<file path="src/rtl/ysyx_23060184_mem_arbiter_pkg.sv">
// Shared definitions for the IFU/LSU memory arbiter: state codes, owner tags,
// timeout default and the byte-strobe encodings used by the LSU.
package ysyx_23060184_mem_arbiter_pkg;

  typedef enum logic [1:0] {
    ARB_IDLE = 2'd0,
    ARB_REQ  = 2'd1,
    ARB_WAIT = 2'd2,
    ARB_RESP = 2'd3
  } arb_state_t;

  localparam logic OWNER_IFU = 1'b0;
  localparam logic OWNER_LSU = 1'b1;

  localparam int ARB_TIMEOUT = 255;
  localparam int ARB_CNT_W   = 8;

  localparam int WMASK_LENGTH = 4;
  localparam logic [WMASK_LENGTH-1:0] WRITE_WORD = 4'b1111;
  localparam logic [WMASK_LENGTH-1:0] WRITE_HALF = 4'b0011;
  localparam logic [WMASK_LENGTH-1:0] WRITE_BYTE = 4'b0001;

endpackage

</file>
<file path="src/rtl/ysyx_23060184_arb_timer.sv">
// Saturating cycle timer: clr restarts at zero, en counts up, expired flags
// that the count has reached LIMIT.
module ysyx_23060184_arb_timer #(
  parameter int CNT_W = 8,
  parameter int LIMIT = 255
) (
  input  logic clk,
  input  logic rstn,
  input  logic clr,
  input  logic en,
  output logic expired
);

  logic [CNT_W-1:0] count_reg;

  always_ff @(posedge clk or negedge rstn) begin
    if (!rstn) begin
      count_reg <= '0;
    end else if (clr) begin
      count_reg <= '0;
    end else if (en && !expired) begin
      count_reg <= count_reg + 1'b1;
    end
  end

  assign expired = (count_reg == CNT_W'(LIMIT));

endmodule

</file>
<file path="src/rtl/ysyx_23060184_mem_arbiter.sv">
// Single-outstanding memory arbiter between fetch (IFU) and load/store (LSU).
// LSU wins ties, but only LSU_STREAK times in a row while fetch is waiting.
module ysyx_23060184_mem_arbiter
  import ysyx_23060184_mem_arbiter_pkg::*;
#(
  parameter int ADDR_W     = 32,
  parameter int DATA_W     = 32,
  parameter int LSU_STREAK = 4,
  parameter int TIMEOUT    = ARB_TIMEOUT
) (
  input  logic                clk,
  input  logic                rstn,
  input  logic                ifu_req_valid,
  input  logic [ADDR_W-1:0]   ifu_req_addr,
  output logic                ifu_req_ready,
  output logic                ifu_rsp_valid,
  output logic [DATA_W-1:0]   ifu_rsp_data,
  output logic                ifu_rsp_err,
  input  logic                lsu_req_valid,
  input  logic                lsu_req_we,
  input  logic [ADDR_W-1:0]   lsu_req_addr,
  input  logic [DATA_W-1:0]   lsu_req_wdata,
  input  logic [DATA_W/8-1:0] lsu_req_wmask,
  output logic                lsu_req_ready,
  output logic                lsu_rsp_valid,
  output logic [DATA_W-1:0]   lsu_rsp_data,
  output logic                lsu_rsp_err,
  output logic                mem_req_valid,
  input  logic                mem_req_ready,
  output logic                mem_we,
  output logic [ADDR_W-1:0]   mem_addr,
  output logic [DATA_W-1:0]   mem_wdata,
  output logic [DATA_W/8-1:0] mem_wmask,
  input  logic                mem_rsp_valid,
  input  logic [DATA_W-1:0]   mem_rsp_data,
  input  logic                mem_rsp_err
);

  localparam int WMASK_W  = DATA_W / 8;
  localparam int STREAK_W = $clog2(LSU_STREAK + 1);

  arb_state_t          state_reg, state_next;
  logic                owner_reg, owner_next;
  logic [STREAK_W-1:0] streak_reg;
  logic                mem_req_valid_reg, mem_we_reg;
  logic [ADDR_W-1:0]   mem_addr_reg;
  logic [DATA_W-1:0]   mem_wdata_reg;
  logic [WMASK_W-1:0]  mem_wmask_reg;
  logic [DATA_W-1:0]   rsp_data_reg, rsp_data_next;
  logic                rsp_err_next;
  logic                ifu_rsp_valid_reg, lsu_rsp_valid_reg;
  logic                ifu_rsp_err_reg, lsu_rsp_err_reg;
  logic                ifu_grant, lsu_grant;
  logic                timer_clr, timer_en, timer_expired;
  logic                streak_at_limit;

  assign streak_at_limit = (streak_reg == STREAK_W'(LSU_STREAK));

  ysyx_23060184_arb_timer #(
    .CNT_W (ARB_CNT_W),
    .LIMIT (TIMEOUT)
  ) u_timer (
    .clk     (clk),
    .rstn    (rstn),
    .clr     (timer_clr),
    .en      (timer_en),
    .expired (timer_expired)
  );

  always_comb begin
    state_next    = state_reg;
    owner_next    = owner_reg;
    ifu_grant     = 1'b0;
    lsu_grant     = 1'b0;
    timer_clr     = 1'b0;
    timer_en      = 1'b0;
    rsp_data_next = rsp_data_reg;
    rsp_err_next  = 1'b0;
    case (state_reg)
      ARB_IDLE: begin
        if (lsu_req_valid && !(ifu_req_valid && streak_at_limit)) begin
          lsu_grant  = 1'b1;
          owner_next = OWNER_LSU;
          state_next = ARB_REQ;
        end else if (ifu_req_valid) begin
          ifu_grant  = 1'b1;
          owner_next = OWNER_IFU;
          state_next = ARB_REQ;
        end
      end
      ARB_REQ: begin
        if (mem_req_ready) begin
          timer_clr  = 1'b1;
          state_next = ARB_WAIT;
        end
      end
      ARB_WAIT: begin
        timer_en = 1'b1;
        // A real response beats a timeout landing on the same cycle.
        if (mem_rsp_valid) begin
          rsp_data_next = mem_rsp_data;
          rsp_err_next  = mem_rsp_err;
          state_next    = ARB_RESP;
        end else if (timer_expired) begin
          rsp_data_next = '0;
          rsp_err_next  = 1'b1;
          state_next    = ARB_RESP;
        end
      end
      ARB_RESP: state_next = ARB_IDLE;
      default:  state_next = ARB_IDLE;
    endcase
  end

  always_ff @(posedge clk or negedge rstn) begin
    if (!rstn) begin
      state_reg         <= ARB_IDLE;
      owner_reg         <= OWNER_IFU;
      streak_reg        <= '0;
      mem_req_valid_reg <= 1'b0;
      mem_we_reg        <= 1'b0;
      mem_addr_reg      <= '0;
      mem_wdata_reg     <= '0;
      mem_wmask_reg     <= '0;
      rsp_data_reg      <= '0;
      ifu_rsp_valid_reg <= 1'b0;
      lsu_rsp_valid_reg <= 1'b0;
      ifu_rsp_err_reg   <= 1'b0;
      lsu_rsp_err_reg   <= 1'b0;
    end else begin
      state_reg <= state_next;
      owner_reg <= owner_next;
      if (lsu_grant) begin
        // Streak only grows while fetch is actually being held off.
        streak_reg    <= ifu_req_valid ? streak_reg + 1'b1 : '0;
        mem_we_reg    <= lsu_req_we;
        mem_addr_reg  <= lsu_req_addr;
        mem_wdata_reg <= lsu_req_wdata;
        mem_wmask_reg <= lsu_req_wmask;
      end else if (ifu_grant) begin
        streak_reg    <= '0;
        mem_we_reg    <= 1'b0;
        mem_addr_reg  <= ifu_req_addr;
        mem_wdata_reg <= '0;
        mem_wmask_reg <= '0;
      end
      mem_req_valid_reg <= (state_next == ARB_REQ);
      rsp_data_reg      <= rsp_data_next;
      ifu_rsp_valid_reg <= (state_next == ARB_RESP) && (owner_next == OWNER_IFU);
      lsu_rsp_valid_reg <= (state_next == ARB_RESP) && (owner_next == OWNER_LSU);
      ifu_rsp_err_reg   <= (state_next == ARB_RESP) && (owner_next == OWNER_IFU) && rsp_err_next;
      lsu_rsp_err_reg   <= (state_next == ARB_RESP) && (owner_next == OWNER_LSU) && rsp_err_next;
    end
  end

  assign ifu_req_ready = ifu_grant;
  assign lsu_req_ready = lsu_grant;
  assign ifu_rsp_valid = ifu_rsp_valid_reg;
  assign ifu_rsp_data  = rsp_data_reg;
  assign ifu_rsp_err   = ifu_rsp_err_reg;
  assign lsu_rsp_valid = lsu_rsp_valid_reg;
  assign lsu_rsp_data  = rsp_data_reg;
  assign lsu_rsp_err   = lsu_rsp_err_reg;
  assign mem_req_valid = mem_req_valid_reg;
  assign mem_we        = mem_we_reg;
  assign mem_addr      = mem_addr_reg;
  assign mem_wdata     = mem_wdata_reg;
  assign mem_wmask     = mem_wmask_reg;

endmodule

</file>
<file path="config.mk">
export PLATFORM = sky130hd
export DESIGN_NAME = ysyx_23060184_mem_arbiter
export DESIGN_NICKNAME = d
export VERILOG_FILES = /design/src/rtl/ysyx_23060184_mem_arbiter_pkg.sv /design/src/rtl/ysyx_23060184_arb_timer.sv /design/src/rtl/ysyx_23060184_mem_arbiter.sv
export SDC_FILE = /design/constraint.sdc
export NUM_CORES = 1
export LEC_CHECK = 0
export ABC_AREA = 0
export BUFFER_PORTS_ARGS = -buffer_cell sky130_fd_sc_hd__buf_4
export CAP_MARGIN = 5
export CORE_ASPECT_RATIO = 2
export CORE_MARGIN = 1
export CORE_UTILIZATION = 45
export DETAILED_ROUTE_END_ITERATION = 8
export PLACE_DENSITY = 0.78
export SLEW_MARGIN = 0
export SYNTH_ARGS = -nofsm -noshare
export SYNTH_HDL_FRONTEND = slang
export SYNTH_SLANG_ARGS = --single-unit
</file>
<file path="constraint.sdc">
create_clock -name clk -period 2.1 [get_ports clk]
set_input_delay 0.21 -clock clk [delete_from_list [all_inputs] [get_ports clk]]
set_output_delay 0.21 -clock clk [all_outputs]
set_load 0.02 [all_outputs]
</file>
After elaboration in Yosys (flattened, before gate mapping)
Index checks and enable logic that the tools add are counted. W data, S select, Z words.

Mux-type cells: 35. Bitwise gates (word level): 1. Eq/ne operators: 7. Reduce and logical (&&, ||, !) cells: 14. Add/subtract/negate cells: 2.

Operator list (count): $mux W32 (6); $mux W1 (16); $mux W8 (2); $mux W2 (5); $mux W3 (3); $add A8 B1 Y8 const B (1); $eq A8 B8 Y1 const B (1); $mux W4 (2); $pmux W2 S4 (1); $logic_and A1 B1 Y1 (7); $eq A2 B2 Y1 const B (3); $reduce_bool A2 Y1 (3); $eq A2 B1 Y1 const B (2); $add A3 B1 Y3 const B (1); $eq A3 B3 Y1 const B (1); $logic_not A1 Y1 (2); $logic_not A2 Y1 (1); $reduce_and A2 Y1 (1); $not A1 Y1 (1).

Bits of input ports: 140. Register bits: 120. Output and inout bits: 140. Logic and storage cells: 73.

Logic depth before layout (Yosys ltp)
Gate-level depths: netlist of run 1.

Word-level depth: 9. Depth in mapped cells: 9. Mapped depth without buffers: 7.

Cells and area by module
Synthesis of run 1 repeated with hierarchy kept, for this count alone.

Cell total of the unflattened synthesis: 503. Area total of the unflattened synthesis: 5341.4 µm².

Modules (own cells, without submodules): ysyx_23060184_mem_arbiter (seq. area each 2802.7 µm², instances 1, cells each 456, area an instance 4872.2 µm²); ysyx_23060184_arb_timer (seq. area each 200.2 µm², instances 1, cells each 47, area an instance 469.2 µm²).

Worst setup path after synthesis of run 1
No wires, ideal clock.

Kind: reg2out. Start point: register state_reg[0]. End point: output ifu_req_ready. Arrival time: 1.379 ns. Cell stages (with the launch flop): 6. Path slack: 0.511 ns. Path buffers: 2. Required time: 1.890 ns. Cells stage by stage: dfrtp_1 or3b_1 buf_2 a21o_1 buf_6 inv_1.

Word-level cells in the longest chain between the ends: 2.

Ends and longest elaborated chain: start, declared (RTL line ysyx_23060184_mem_arbiter.sv:42) `arb_state_t state_reg, state_next;`; start signal, assigned (RTL line ysyx_23060184_mem_arbiter.sv:131) `state_reg <= state_next;`; $logic_not A2 Y1 (RTL line ysyx_23060184_mem_arbiter.sv:79) `case (state_reg)`; $mux W1 (RTL line ysyx_23060184_mem_arbiter.sv:79); end, declared (RTL line ysyx_23060184_mem_arbiter.sv:15) `output logic ifu_req_ready,`.

Every way passes these cells.

Worst setup path after layout of run 1
Same ends and word-level chain as after synthesis.

==> impl_metrics.env, run 1 <==
export IMPL_die_h_um=154
export IMPL_cts_tree="built"
export IMPL_async_flop_share=1.00
export IMPL_hpwl_mm=11.5
export IMPL_start_util=0.459
export IMPL_dr_pass1_iters=5
export IMPL_track_usage=0.287
export IMPL_nets=939
export IMPL_numCtsBuffers=17
export IMPL_io_buffers=279
export IMPL_crit_family="simple AND/OR/NAND/NOR gates"
export IMPL_rr_worst_depth=5
export IMPL_r2r_slack_ns=0.32
export IMPL_min_period_ns=2.00
export IMPL_critPathLaunch="state_reg[0]$_DFF_PN0_"
export IMPL_vias=5075
export IMPL_cp_end_kind="output pin"
export IMPL_yosysSeqAreaShare=0.580
export IMPL_r2r_start="state_reg[0]$_DFF_PN0_"
export IMPL_drt_iter0_markers=319
export IMPL_final_util=0.725
export IMPL_io_pins=280
export IMPL_cp_depth=4
export IMPL_grt_pass1_wl_mm=26.1
export IMPL_grt_antenna_before_repair=1
export IMPL_vias_per_cell=5.33
export IMPL_worstPathRequired_ns=1.89
export IMPL_final_hold_viol_count=0
export IMPL_max_stage_delay_ns=0.52
export IMPL_synth_distinct_cells=38
export IMPL_syn_num_nets=657
export IMPL_crit_fanout=8
export IMPL_placed_cells=881
export IMPL_timing_final_crit_share=0.952
export IMPL_syn_avg_cell_area_sq_um=10.1
export IMPL_power_density_mw_per_mm2=1620
export IMPL_synth_area_leader_cell="dfrtp_1"
export IMPL_syn_cell_area_sq_mm=0.00518
export IMPL_fin_cells=952
export IMPL_post_synth_main_area_contributors="dfrtp_1, nand2_1, a22o_1, buf_4, nand3_1"
export IMPL_fmax_ghz=0.500
export IMPL_slew_headroom=0.634
export IMPL_placementRows=55
export IMPL_drt_antenna_violating_nets=0
export IMPL_setup_viol=0
export IMPL_gp_congestion=0.914
export IMPL_ys_seq_elements=120
export IMPL_leakage_nw=4.18
export IMPL_syn_to_final_growth_pct=58.0
export IMPL_cts_sinks=120
export IMPL_synth_top_area_frac=0.580
export IMPL_skew_ns=0.0105
export IMPL_drive_gt1_frac=0.422
export IMPL_grt_max_degree=61
export IMPL_grt_pass1_vias=5185
export IMPL_routedWlPerCell_um=17.4
export IMPL_setup_tns_ns=0
export IMPL_die_w_um=77.9
export IMPL_cp_num_buf_inv=2
export IMPL_final_max_slew_violation_count=0
export IMPL_htreeDepth=4
export IMPL_synth_ff_type="dfrtp_1"
export IMPL_synth_warnings=0
export IMPL_dp_slack_ns=0.294
export IMPL_core_sq_mm=0.0113
export IMPL_drcViolationCount=0
export IMPL_hold_worst_slack_ns=0.00898
export IMPL_rsz0062_at_grt="no"
export IMPL_ir_drop_mv=0.883
export IMPL_crit_chain="or3b_2 > a21o_4 > inv_1 > buf_4"
export IMPL_worstPathArrival_ns=1.79
export IMPL_setup_ws_ns=0.101
export IMPL_overflow=0
export IMPL_clockBufferDepth=2
export IMPL_routed_wl_mm=16.6
export IMPL_syn_instance_count=514
export IMPL_insertion_delay_ns=0.41
export IMPL_startpoint_type="register"
export IMPL_rr_endpoint="mem_addr[4]$_DFFE_PN0P_"
export IMPL_synth_edf_count=0
export IMPL_clk_pin_slew_worst_paths_ns=0.05
export IMPL_status="complete, no violations"
export IMPL_crit_slowest_cell="or3b_2"
export IMPL_hold_path_class="in2reg"
export IMPL_cts_root_buf="clkbuf_16"
export IMPL_worstSetupEndpoint="ifu_req_ready"
export IMPL_critPathKind="reg2out"
export IMPL_dieArea_sq_mm=0.0120
export IMPL_max_cap_viol_count=0
export IMPL_worst_pin_slew_ns=0.549
[placed cells by master, fill, tap and decap left out, types with 3 or more instances in the layout]
| cell type | n |
|---|---|
| o32ai_1 | 9 |
| nand3_1 | 42 |
| mux2i_1 | 3 |
| o22ai_2 | 9 |
| clkbuf_16 | 17 |
| a22o_1 | 32 |
| clkinvlp_4 | 4 |
| nand2_1 | 121 |
| ha_1 | 3 |
| nand4_1 | 3 |
| a21oi_1 | 3 |
| inv_6 | 3 |
| dfrtp_1 | 119 |
| inv_1 | 8 |
| a31oi_1 | 14 |
| nor2_1 | 37 |
| buf_4 | 289 |
| dlygate4sd3_1 | 38 |
| o21ai_1 | 9 |
| nor3_1 | 4 |
| o21ai_0 | 8 |
| bufinv_16 | 3 |
[synth_stat cells (all sizes together), types with 2 or more instances]
| master | instances |
|---|---|
| inv | 9 |
| nor2b | 2 |
| o21ai | 18 |
| buf | 54 |
| o32ai | 10 |
| nand3 | 43 |
| nand2b | 2 |
| nand2 | 121 |
| dfrtp | 120 |
| mux2i | 3 |
| a211oi | 2 |
| clkbuf | 12 |
| o22ai | 9 |
| a21oi | 3 |
| a31oi | 14 |
| a22o | 32 |
| nor3 | 4 |
| nand4 | 3 |
| ha | 3 |
| nor2 | 38 |
| and2 | 2 |
[per-stage QoR]
step           power, mW  instance area, sq um
2_1_floorplan       7.67                  5180
3_3_place_gp        9.95                  7170
3_5_place_dp        10.1                  7170
4_1_cts             13.3                  8170
5_1_grt             13.9                  8190
6_report            13.2                  8190
[worst min-delay path by stage]
stage / startpoint / endpoint / slack (ns) / cells after the start
floorplan: rstn / ifu_rsp_data[0]$_DFFE_PN0P_ / -0.09 / 0
global placement: rstn / mem_addr[26]$_DFFE_PN0P_ / 0.19 / 1
detailed placement: rstn / mem_addr[22]$_DFFE_PN0P_ / 0.20 / 1
CTS: lsu_req_addr[29] / mem_addr[29]$_DFFE_PN0P_ / 0.00005 / 3
global route: lsu_req_wdata[13] / mem_wdata[13]$_DFFE_PN0P_ / 0.003 / 3
finish: lsu_req_wdata[13] / mem_wdata[13]$_DFFE_PN0P_ / 0.009 / 3
[layout make-up]
class,count,area [sq um]
fillers,816,3100
well taps,142,178
diodes,1,2.50
clock inverters,13,169
flip-flops and latches,120,3000
inverters,9,36.3
multi-input cells,319,1750
clock buffers,19,453
repair buffers,329,2590
[worst register-to-register path, delay by kind of cell (launching register included)]
family,cells,cell delay (ns)
compound gates,2,0.42
buf+inv,1,0.21
flops,1,0.44
simple gates,2,0.59
[logic make-up after synthesis]
group	after synthesis	share of synthesized area
flops	120	0.580
compound gates	94	0.145
buf+inv	75	0.0845
mux	3	0.00580
simple gates	219	0.178
fa+ha+maj	3	0.00725
[timing repair]
item,4_1_cts,5_1_grt
resized for setup,0,5
hold buffers,38,0
buffers inserted,0,0
endpoints found under the setup margin,0,2
hold endpoints to repair,71,0
[per-layer routing]
| metal | vias to the layer above | GRT usage | wire [um] |
|---|---|---|---|
| met5 | - | 0 | 0 |
| met4 | 0 | 0.164 | 711 |
| met3 | 49 | 0.0617 | 1010 |
| met2 | 255 | 0.511 | 9150 |
| met1 | 2474 | 0.306 | 5740 |
| li1 | 2297 | - | - |
[report_power, final]
group	total (mW)	switching, mW	internal (mW)
clock	3.01	1.07	1.94
sequential	4.10	0.762	3.34
combinational	6.12	3.48	2.65
total	13.2	5.31	7.93
No activity file was read; power rests on OpenSTA's default activity.
==> run 2, diff against run 1 <==
- ABC_AREA: 0 -> 1
- PLACE_DENSITY: 0.78 -> default
- PLACE_DENSITY_LB_ADDON: default -> 0.05
==> impl_metrics.env, run 2 <==
export IMPL_holdPathStages=2
export IMPL_gp_congestion=0.822
export IMPL_cp_end_kind="output pin"
export IMPL_vias_per_cell=4.90
export IMPL_grt_antenna_before_repair=0
export IMPL_critPathLaunch="streak_reg[0]$_DFFE_PN0P_"
export IMPL_ys_top_cells_by_count="nand2_1, dfrtp_1, inv_1"
export IMPL_synth_distinct_cells=27
export IMPL_nets=999
export IMPL_synth_most_common_cell="nand2_1"
export IMPL_n_antenna_cell=0
export IMPL_die_w_um=79.5
export IMPL_crit_fanout=20
export IMPL_worstPathRequired_ns=1.89
export IMPL_syn_to_final_growth_pct=47.9
export IMPL_dp_slack_ns=0.369
export IMPL_min_delay_start="lsu_req_wdata[19]"
export IMPL_setup_ws_ns=0.0817
export IMPL_drt_antenna_violating_nets=0
export IMPL_grt_max_degree=59
export IMPL_rr_worst_depth=9
export IMPL_setup_viol=0
export IMPL_placementRows=56
export IMPL_routedWlPerCell_um=15.2
export IMPL_start_util=0.462
export IMPL_synth_edf_count=0
export IMPL_post_cts_resize_count=0
export IMPL_drcViolationCount=0
export IMPL_hpwl_mm=11.1
export IMPL_final_max_slew_violation_count=0
export IMPL_synth_ff_type="dfrtp_1"
export IMPL_die_h_um=157
export IMPL_async_flop_share=1.00
export IMPL_layout_commonest_cell="buf_4"
export IMPL_worst_pin_slew_ns=0.480
export IMPL_ys_seq_elements=120
export IMPL_synth_top_area_frac=0.556
export IMPL_syn_cell_area_sq_mm=0.00541
export IMPL_clockBufferDepth=2
export IMPL_dieArea_sq_mm=0.0125
export IMPL_track_usage=0.244
export IMPL_drt_iter0_markers=192
export IMPL_min_period_ns=2.02
export IMPL_yosysSeqAreaShare=0.556
export IMPL_final_hold_viol_count=0
export IMPL_core_sq_mm=0.0117
export IMPL_leakage_nw=4.46
export IMPL_power_total_mw=13.0
export IMPL_insertion_delay_ns=0.41
export IMPL_cts_sinks=120
export IMPL_post_synth_main_area_contributors="dfrtp_1, nand2_1, a22o_1, buf_4, nand3_1"
export IMPL_fmax_ghz=0.495
export IMPL_htreeDepth=4
export IMPL_critPathKind="reg2out"
export IMPL_max_cap_viol_count=0
export IMPL_slew_headroom=0.680
export IMPL_ir_drop_mv=0.927
export IMPL_io_pins=280
export IMPL_numCtsBuffers=17
export IMPL_synth_area_leader_cell="dfrtp_1"
export IMPL_layout_cells_most_common_list="buf_4, nand2_1, dfrtp_1"
export IMPL_io_buffers=279
export IMPL_dr_pass1_iters=6
export IMPL_drive_gt1_frac=0.390
export IMPL_rsz0062_at_grt="no"
export IMPL_status="complete, no violations"
export IMPL_vias=4955
export IMPL_syn_avg_cell_area_sq_um=8.89
export IMPL_worstPathArrival_ns=1.81
export IMPL_syn_instance_count=608
export IMPL_cts_root_buf="clkbuf_16"
export IMPL_overflow=0
export IMPL_setup_tns_ns=0
export IMPL_synth_warnings=0
export IMPL_routed_wl_mm=15.3
export IMPL_power_density_mw_per_mm2=1630
export IMPL_syn_num_nets=751
export IMPL_r2r_start="streak_reg[0]$_DFFE_PN0P_"
export IMPL_hold_path_class="in2reg"
export IMPL_cts_tree="built"
export IMPL_startpoint_type="register"
export IMPL_grt_pass1_vias=4691
export IMPL_clk_pin_slew_worst_paths_ns=0.05
export IMPL_grt_pass1_wl_mm=23.1
export IMPL_skew_ns=0.00647
export IMPL_post_cts_setup_buffers=0
export IMPL_timing_final_crit_share=0.961
## run 2: cell count changes after synthesis, sizes merged, moves of 5 or more
cell / delta
o22ai: -9
nor2: -8
a22o: +5
a31oi: -14
o21ai: +5
or2: +12
inv: +39
nand2: +97
o32ai: -10
## run 2: cell type report
type                            instances  area, sq um
Timing Repair Buffer                  289         2240
Tap cell                              145          181
Inverter                               48          180
Fill cell                             940         3710
Multi-Input combinational cell        380         1830
Sequential cell                       120         3000
Clock buffer                           21          460
Clock inverter                          8          100
## run 2: what timing repair did
action / in CTS / in global routing
setup endpoints to repair: 0 / 1
hold endpoints to repair: 33 / 0
hold buffers: 1 / 0
## run 2: worst paths after layout
path	slack (ns)	endpoint
max	0.08	lsu_req_ready
min	0.02	mem_wdata[19]$_DFFE_PN0P_
max reg2reg	0.30	lsu_rsp_err$_DFF_PN0_
min reg2reg	0.48	mem_addr[26]$_DFFE_PN0P_
max in group asynchronous	1.14	mem_wdata[26]$_DFFE_PN0P_
min in group asynchronous	0.30	mem_wdata[18]$_DFFE_PN0P_
## run 2: where the power goes
part	internal, mW	switching, mW	leakage (nW)
clock network	1.78	0.975	0.263
registers	3.36	0.704	1.50
logic	2.64	3.58	2.70
total	7.78	5.26	4.46
## run 2: worst max-delay path, stage by stage, from the launching register on
cell and delay [ns]:
dfrtp_1 0.40, inv_1 0.06, ha_1 0.19, nand3_1 0.09, nand2_2 0.11, nor2_4 0.20, buf_12 0.19, buf_4 0.15
## run 2: logic make-up after synthesis
| group | share of synthesized area |
|---|---|
| DFF | 0.556 |
| adders and majority gates | 0.00695 |
| and+or+nand+nor | 0.242 |
| buffers and inverters | 0.106 |
| xor gates and xnor gates | 0.00324 |
| AOI/OAI and AO/OA | 0.0856 |
## run 2: stage by stage
| step | instances | util | area [sq um] | hold WS (ns) |
|---|---|---|---|---|
| final | 1011 | 0.683 | 7990 | 0.0180 |
| after floorplan | 608 | - | 5410 | -0.0856 |
| after CTS | 1010 | 0.681 | 7970 | 0.00934 |
| after detailed placement | 980 | 0.632 | 7400 | 0.212 |
| after global placement | 980 | 0.632 | 7400 | 0.207 |
| after global routing | 1011 | 0.683 | 7990 | 0.00657 |
## run 2: per-layer routing
layer,track usage,vias to the layer above,wire (um)
li1,-,2393,-
met1,0.273,2327,5680
met2,0.437,211,8260
met3,0.0626,24,1090
met4,0.0909,0,313
met5,0,-,0
